## src/rtl/fwd_hazard_unit.sv

```systemverilog
// Operand forwarding select and load-use stall/bubble control for the pipelined MIPS core.
// Optional performance counters are built when FWD_HAZARD_PERF_EN is defined.
module fwd_hazard_unit #(
    parameter int unsigned REG_AW         = 5,
    parameter int unsigned NUM_SRC        = 2,
    parameter int unsigned NUM_FWD_STAGES = 2,
    parameter int unsigned LOAD_LAT       = 1,
    parameter int unsigned SEL_W          = $clog2(NUM_FWD_STAGES + 1)
) (
    input  logic                             Clk,
    input  logic                             Rst,
    input  logic [NUM_SRC*REG_AW-1:0]        ID_EX_Src,
    input  logic [NUM_SRC-1:0]               ID_EX_SrcUse,
    input  logic [NUM_FWD_STAGES-1:0]        Prod_RegWrite,
    input  logic [NUM_FWD_STAGES*REG_AW-1:0] Prod_RegRd,
    input  logic [NUM_SRC*REG_AW-1:0]        IF_ID_Src,
    input  logic [NUM_SRC-1:0]               IF_ID_SrcUse,
    input  logic                             ID_EX_MemRead,
    input  logic [REG_AW-1:0]                ID_EX_RegRd,
    output logic [NUM_SRC*SEL_W-1:0]         Fwd_Sel,
    output logic                             Stall,
    output logic                             Bubble,
    output logic [31:0]                      Stall_Count,
    output logic [31:0]                      Fwd_Count
);

    localparam int unsigned CNT_W = 4;

    typedef enum logic [0:0] {StIdle, StStall} state_e;

    state_e                     state_q, state_d;
    logic [CNT_W-1:0]           cnt_q, cnt_d;
    logic [NUM_SRC*SEL_W-1:0]   fwd_sel_q, fwd_sel_d;
    logic                       hazard;
    logic                       stall;

    // Walk stages farthest-first so the nearest matching stage overwrites last and wins.
    always_comb begin
        fwd_sel_d = '0;
        for (int i = 0; i < int'(NUM_SRC); i++) begin
            for (int k = int'(NUM_FWD_STAGES) - 1; k >= 0; k--) begin
                if (ID_EX_SrcUse[i] && Prod_RegWrite[k] &&
                    (Prod_RegRd[k*REG_AW +: REG_AW] != '0) &&
                    (Prod_RegRd[k*REG_AW +: REG_AW] == ID_EX_Src[i*REG_AW +: REG_AW])) begin
                    fwd_sel_d[i*SEL_W +: SEL_W] = SEL_W'(k + 1);
                end
            end
        end
    end

    always_comb begin
        hazard = 1'b0;
        if (ID_EX_MemRead && (ID_EX_RegRd != '0)) begin
            for (int i = 0; i < int'(NUM_SRC); i++) begin
                if (IF_ID_SrcUse[i] && (IF_ID_Src[i*REG_AW +: REG_AW] == ID_EX_RegRd)) begin
                    hazard = 1'b1;
                end
            end
        end
    end

    always_comb begin
        state_d = state_q;
        cnt_d   = cnt_q;
        stall   = 1'b0;
        unique case (state_q)
            StIdle: begin
                if (hazard) begin
                    stall = 1'b1;
                    if (LOAD_LAT > 1) begin
                        state_d = StStall;
                        cnt_d   = CNT_W'(LOAD_LAT - 1);
                    end
                end
            end
            StStall: begin
                // Pipeline is frozen here; any hazard is re-evaluated once back in idle.
                stall = 1'b1;
                cnt_d = cnt_q - CNT_W'(1);
                if (cnt_q == CNT_W'(1)) begin
                    state_d = StIdle;
                end
            end
            default: begin
                state_d = StIdle;
            end
        endcase
        if (Rst) begin
            stall = 1'b0;
        end
    end

    always_ff @(posedge Clk) begin
        if (Rst) begin
            state_q   <= StIdle;
            cnt_q     <= '0;
            fwd_sel_q <= '0;
        end else begin
            state_q   <= state_d;
            cnt_q     <= cnt_d;
            fwd_sel_q <= fwd_sel_d;
        end
    end

    assign Fwd_Sel = fwd_sel_q;
    assign Stall   = stall;
    assign Bubble  = stall;

`ifdef FWD_HAZARD_PERF_EN
    logic [31:0] stall_cnt_q;
    logic [31:0] fwd_cnt_q;
    logic [31:0] fwd_inc;

    always_comb begin
        fwd_inc = '0;
        for (int i = 0; i < int'(NUM_SRC); i++) begin
            if (fwd_sel_d[i*SEL_W +: SEL_W] != '0) begin
                fwd_inc = fwd_inc + 32'd1;
            end
        end
    end

    always_ff @(posedge Clk) begin
        if (Rst) begin
            stall_cnt_q <= '0;
            fwd_cnt_q   <= '0;
        end else begin
            stall_cnt_q <= stall_cnt_q + {31'd0, stall};
            fwd_cnt_q   <= fwd_cnt_q + fwd_inc;
        end
    end

    assign Stall_Count = stall_cnt_q;
    assign Fwd_Count   = fwd_cnt_q;
`else
    assign Stall_Count = '0;
    assign Fwd_Count   = '0;
`endif

endmodule
```

## config.mk

```make
export PLATFORM = sky130hd
export DESIGN_NAME = fwd_hazard_unit
export DESIGN_NICKNAME = d
export VERILOG_FILES = /design/src/rtl/fwd_hazard_unit.sv
export SDC_FILE = /design/constraint.sdc
export NUM_CORES = 1
export LEC_CHECK = 0
export BUFFER_PORTS_ARGS = -buffer_cell sky130_fd_sc_hd__buf_2
export CAP_MARGIN = 40
export CORE_ASPECT_RATIO = 1.2
export CORE_MARGIN = 3
export CORE_UTILIZATION = 34
export CTS_CLUSTER_DIAMETER = 100
export DETAILED_ROUTE_END_ITERATION = 10
export HOLD_SLACK_MARGIN = 0.12
export PLACE_DENSITY = 0.82
export SETUP_SLACK_MARGIN = 0.5
export SLEW_MARGIN = 10
export SYNTH_ARGS = -nofsm -noshare
export SYNTH_HDL_FRONTEND = slang
export SYNTH_SLANG_ARGS = --single-unit
export TNS_END_PERCENT = 10
```

## constraint.sdc

```tcl
create_clock -name Clk -period 2.1 [get_ports Clk]
set_input_delay 0.21 -clock Clk [delete_from_list [all_inputs] [get_ports Clk]]
set_output_delay 0.21 -clock Clk [all_outputs]
set_load 0.1 [all_outputs]
```

==> impl_results.md <==
- Synthesis Warnings: 0
- Final-stage net count: 246
- CP startpoint: ID_EX_RegRd[3]
- Slowest stage delay, CP: 310 ps
- Layout cells sized above 1: 28.14%
- Number of routed nets with antenna violations: 0
- Xor/xnor share of the synthesized area: 23.77%
- Max Clock Skew: 2.393 ps
- Maximum clock rate: 0.5927 GHz
- Root Driver: clkbuf_8
- Die Y: 71.52 microns
- Maxcap violations: 0
- Layout area overhead: 10.39%
- Fin util: 39.54%
- Die X: 60.60 microns
- Flop-to-flop setup slack: 1000 ps
- Fillers: 356
- TritonCTS clock tree: built
- Cells after synthesis: 149
- Commonest non-fill, non-tap cell in the layout: conb_1
- Status: finished clean
- Total grt overflow: 0
- Max Slew Vio Count: 0
- Critical Path Sink Type: output port
- Synth Area in Compound Gates: 4.527%
- Post-Route WL: 2306 microns
- Max H-tree Level: 1
- Largest family of logic cells by synthesized area: buffers and inverters
- Antenna violations before repair: 0
- WS Path Type: in2out
- Pwr/cell area: 748.7 nW/um^2
- Largest net degree at the start of global routing: 10
- Via Count: 936
- Core footprint: 3396 sq um
- Clock Path Buffers: 2
- Post_cts resized: 0
- Multi-input combinational cell area: 787.0 sq um
- Worst Path Arrival: 1480 ps
- Number of buffers created by CTS: 3
- Total die area: 4333 sq um
- Worst EP required: 1890 ps
- Worst-Skew Late Latency: 240 ps
- CTS sink count: 9
- Max VDD drop: 0.4210 mV
- Class of the worst hold path: in2reg
- Vias in the first global route: 737
- Synth Cell Area: 1216 sq um
- Mux share of post-synthesis cell area: 0%
- Placer Congestion: 0.8430
- Synth Register Bits: 9
- Synth Area in Adders: 2.058%
- Post-route DRC violation count: 0
- Setup Buffers After CTS: 0
- RSZ-0062 raised after global routing: yes
- Post-CTS Hold Buffers: 0
- Leakage: 0.6724 nW
- Worst path bufs/invs: 2
- Syn Area/Cell: 8.162 sq um
- Hold Vio Cnt, Final: 0
- TNS Setup: 0 ps
- Crit path max fanout: 3
- CP top delay family: compound AO/OA/AOI/OAI gates
- Routed wire per std cell: 9.771 microns
- Post-synthesis simple-gate area fraction: 13.48%
- Iteration-0 DRC Markers: 19
- PortBufs: 49
- Cell Area, Placed: 1296 sq um
- Worst Setup Start Kind: input pin
- Worst R2R Path Depth: 3
- Vias/cell: 3.966
- Critical Path Stages: 6
- Wire length of the first global-routing pass: 3077 microns
- Commonest cells after routing, fill and taps aside: conb_1 (64), buf_2 (47), xor2_1 (17)
- Fin area: 1343 sq um
- DPL Wire Length: 2067 microns
- Synth cell types: 26
- Final worst path period need: 1687 ps
- # rows: 23
- Slowest-stage cell, CP: o31ai_4
- # IOs: 114
- Worst flop-to-flop path endpoint: cnt_q[3]$_SDFFE_PP0P_
- Register Area: 180.2 sq um
- Worst setup path endpoint: Bubble
- DR pass1 iterations: 4
- GRT Total Usage: 9.597%
- Period utilization: 80.34%
- Starting density of the core: 35.81%
- Sequential area share after synthesis: 14.81%
- Crit path cell chain: buf_2 -> xor2_1 -> nor4_1 -> a32oi_1 -> o31ai_4 -> buf_12
- Reg clk slew, reported paths: 50 ps
- Ant diodes: 0
- Reg2reg start: state_q$_SDFF_PP0_
- Final setup viols: 0
per-stage QoR:
stage / power (mW) / instances / setup slack (ps) / hold slack, ps
after floorplan: 0.8297 / 212 / -58.59 / 340.7
after global placement: 0.8014 / 232 / 388.5 / 468.1
after detailed placement: 0.8047 / 232 / 388.2 / 470.7
after CTS: 1.014 / 236 / 385.5 / 215.3
after global routing: 1.046 / 236 / 366.4 / 218.9
final: 1.005 / 236 / 412.9 / 219.4
worst reg2reg max path: cells and delay by family, from the launching register on:
| kind | cells | cell delay [ps] |
|---|---|---|
| DFF | 1 | 430 |
| and+or+nand+nor | 2 | 400 |
| xor gates and xnor gates | 1 | 160 |
cell usage after synthesis (all sizes together):
cell    number  area [sq um]
xnor2       16         140.1
nor4b        1         8.760
nand3        2         10.01
clkbuf       1         3.750
nor4         6         37.54
o31ai        1         7.510
nand4        2         12.51
a21oi        1         5.000
or4          3         26.27
o21ai        3         26.28
dfxtp        9         180.2
buf         65         488.0
a32oi        1         8.760
nor3         4         20.02
nand2        3         11.26
ha           2         25.02
a211oi       1         7.510
nand2b       1         6.260
xor2        17         148.9
and2         1         6.260
inv          2         7.510
nor2b        1         6.260
nor2         5         18.77
conb         1         3.750
flip-flops by register name, indices dropped and copies added, names as in the netlist:
signal   count
cnt_q        4
state_q      1
Fwd_Sel      4
power breakdown:
| group | internal (mW) | switching (mW) |
|---|---|---|
| Combinational | 0.0683 | 0.564 |
| Clock | 0.130 | 0.0716 |
| Sequential | 0.172 | 0.000134 |
per-layer routing:
| metal | part of all wire, % | track usage [%] | up-vias | wire length, microns |
|---|---|---|---|---|
| met4 | 0.69 | 5.060 | 0 | 16 |
| met5 | 0 | 0 | - | 0 |
| met2 | 47 | 15.58 | 77 | 1078 |
| met3 | 17 | 3.604 | 2 | 389 |
| li1 | - | - | 456 | - |
| met1 | 36 | 10.60 | 401 | 821 |
how the worst min path moves through the flow:
stage | from | slack, ps | depth (start not counted) | end
final | ID_EX_SrcUse[1] | 220 | 3 | Fwd_Sel[3]$_SDFF_PP0_
after CTS | ID_EX_SrcUse[1] | 220 | 3 | Fwd_Sel[3]$_SDFF_PP0_
after floorplan | ID_EX_SrcUse[0] | 340 | 2 | Fwd_Sel[1]$_SDFF_PP0_
after detailed placement | ID_EX_SrcUse[1] | 470 | 3 | Fwd_Sel[3]$_SDFF_PP0_
after global routing | ID_EX_SrcUse[1] | 220 | 3 | Fwd_Sel[3]$_SDFF_PP0_
after global placement | ID_EX_SrcUse[1] | 470 | 3 | Fwd_Sel[3]$_SDFF_PP0_
final cells by class:
type                            instances  share of cell area (%)
Inverter                                2                  0.5592
Multi-Input combinational cell        135                   58.62
Clock buffer                            3                   3.075
Timing Repair Buffer                   49                   20.50
Clock inverter                          1                  0.3728
Tap cell                               37                   3.448
Sequential cell                         9                   13.42
kinds of logic (layout without fill, tap and decap cells):
group	after synthesis	in the layout
buffers and inverters	68	55
AND/OR/NAND/NOR	29	29
XOR/XNOR	33	33
other	1	64
AO/OA/AOI/OAI	7	7
flip-flops	9	9
adder cells (fa/ha/maj)	2	2
No activity file was read; power rests on OpenSTA's default activity.
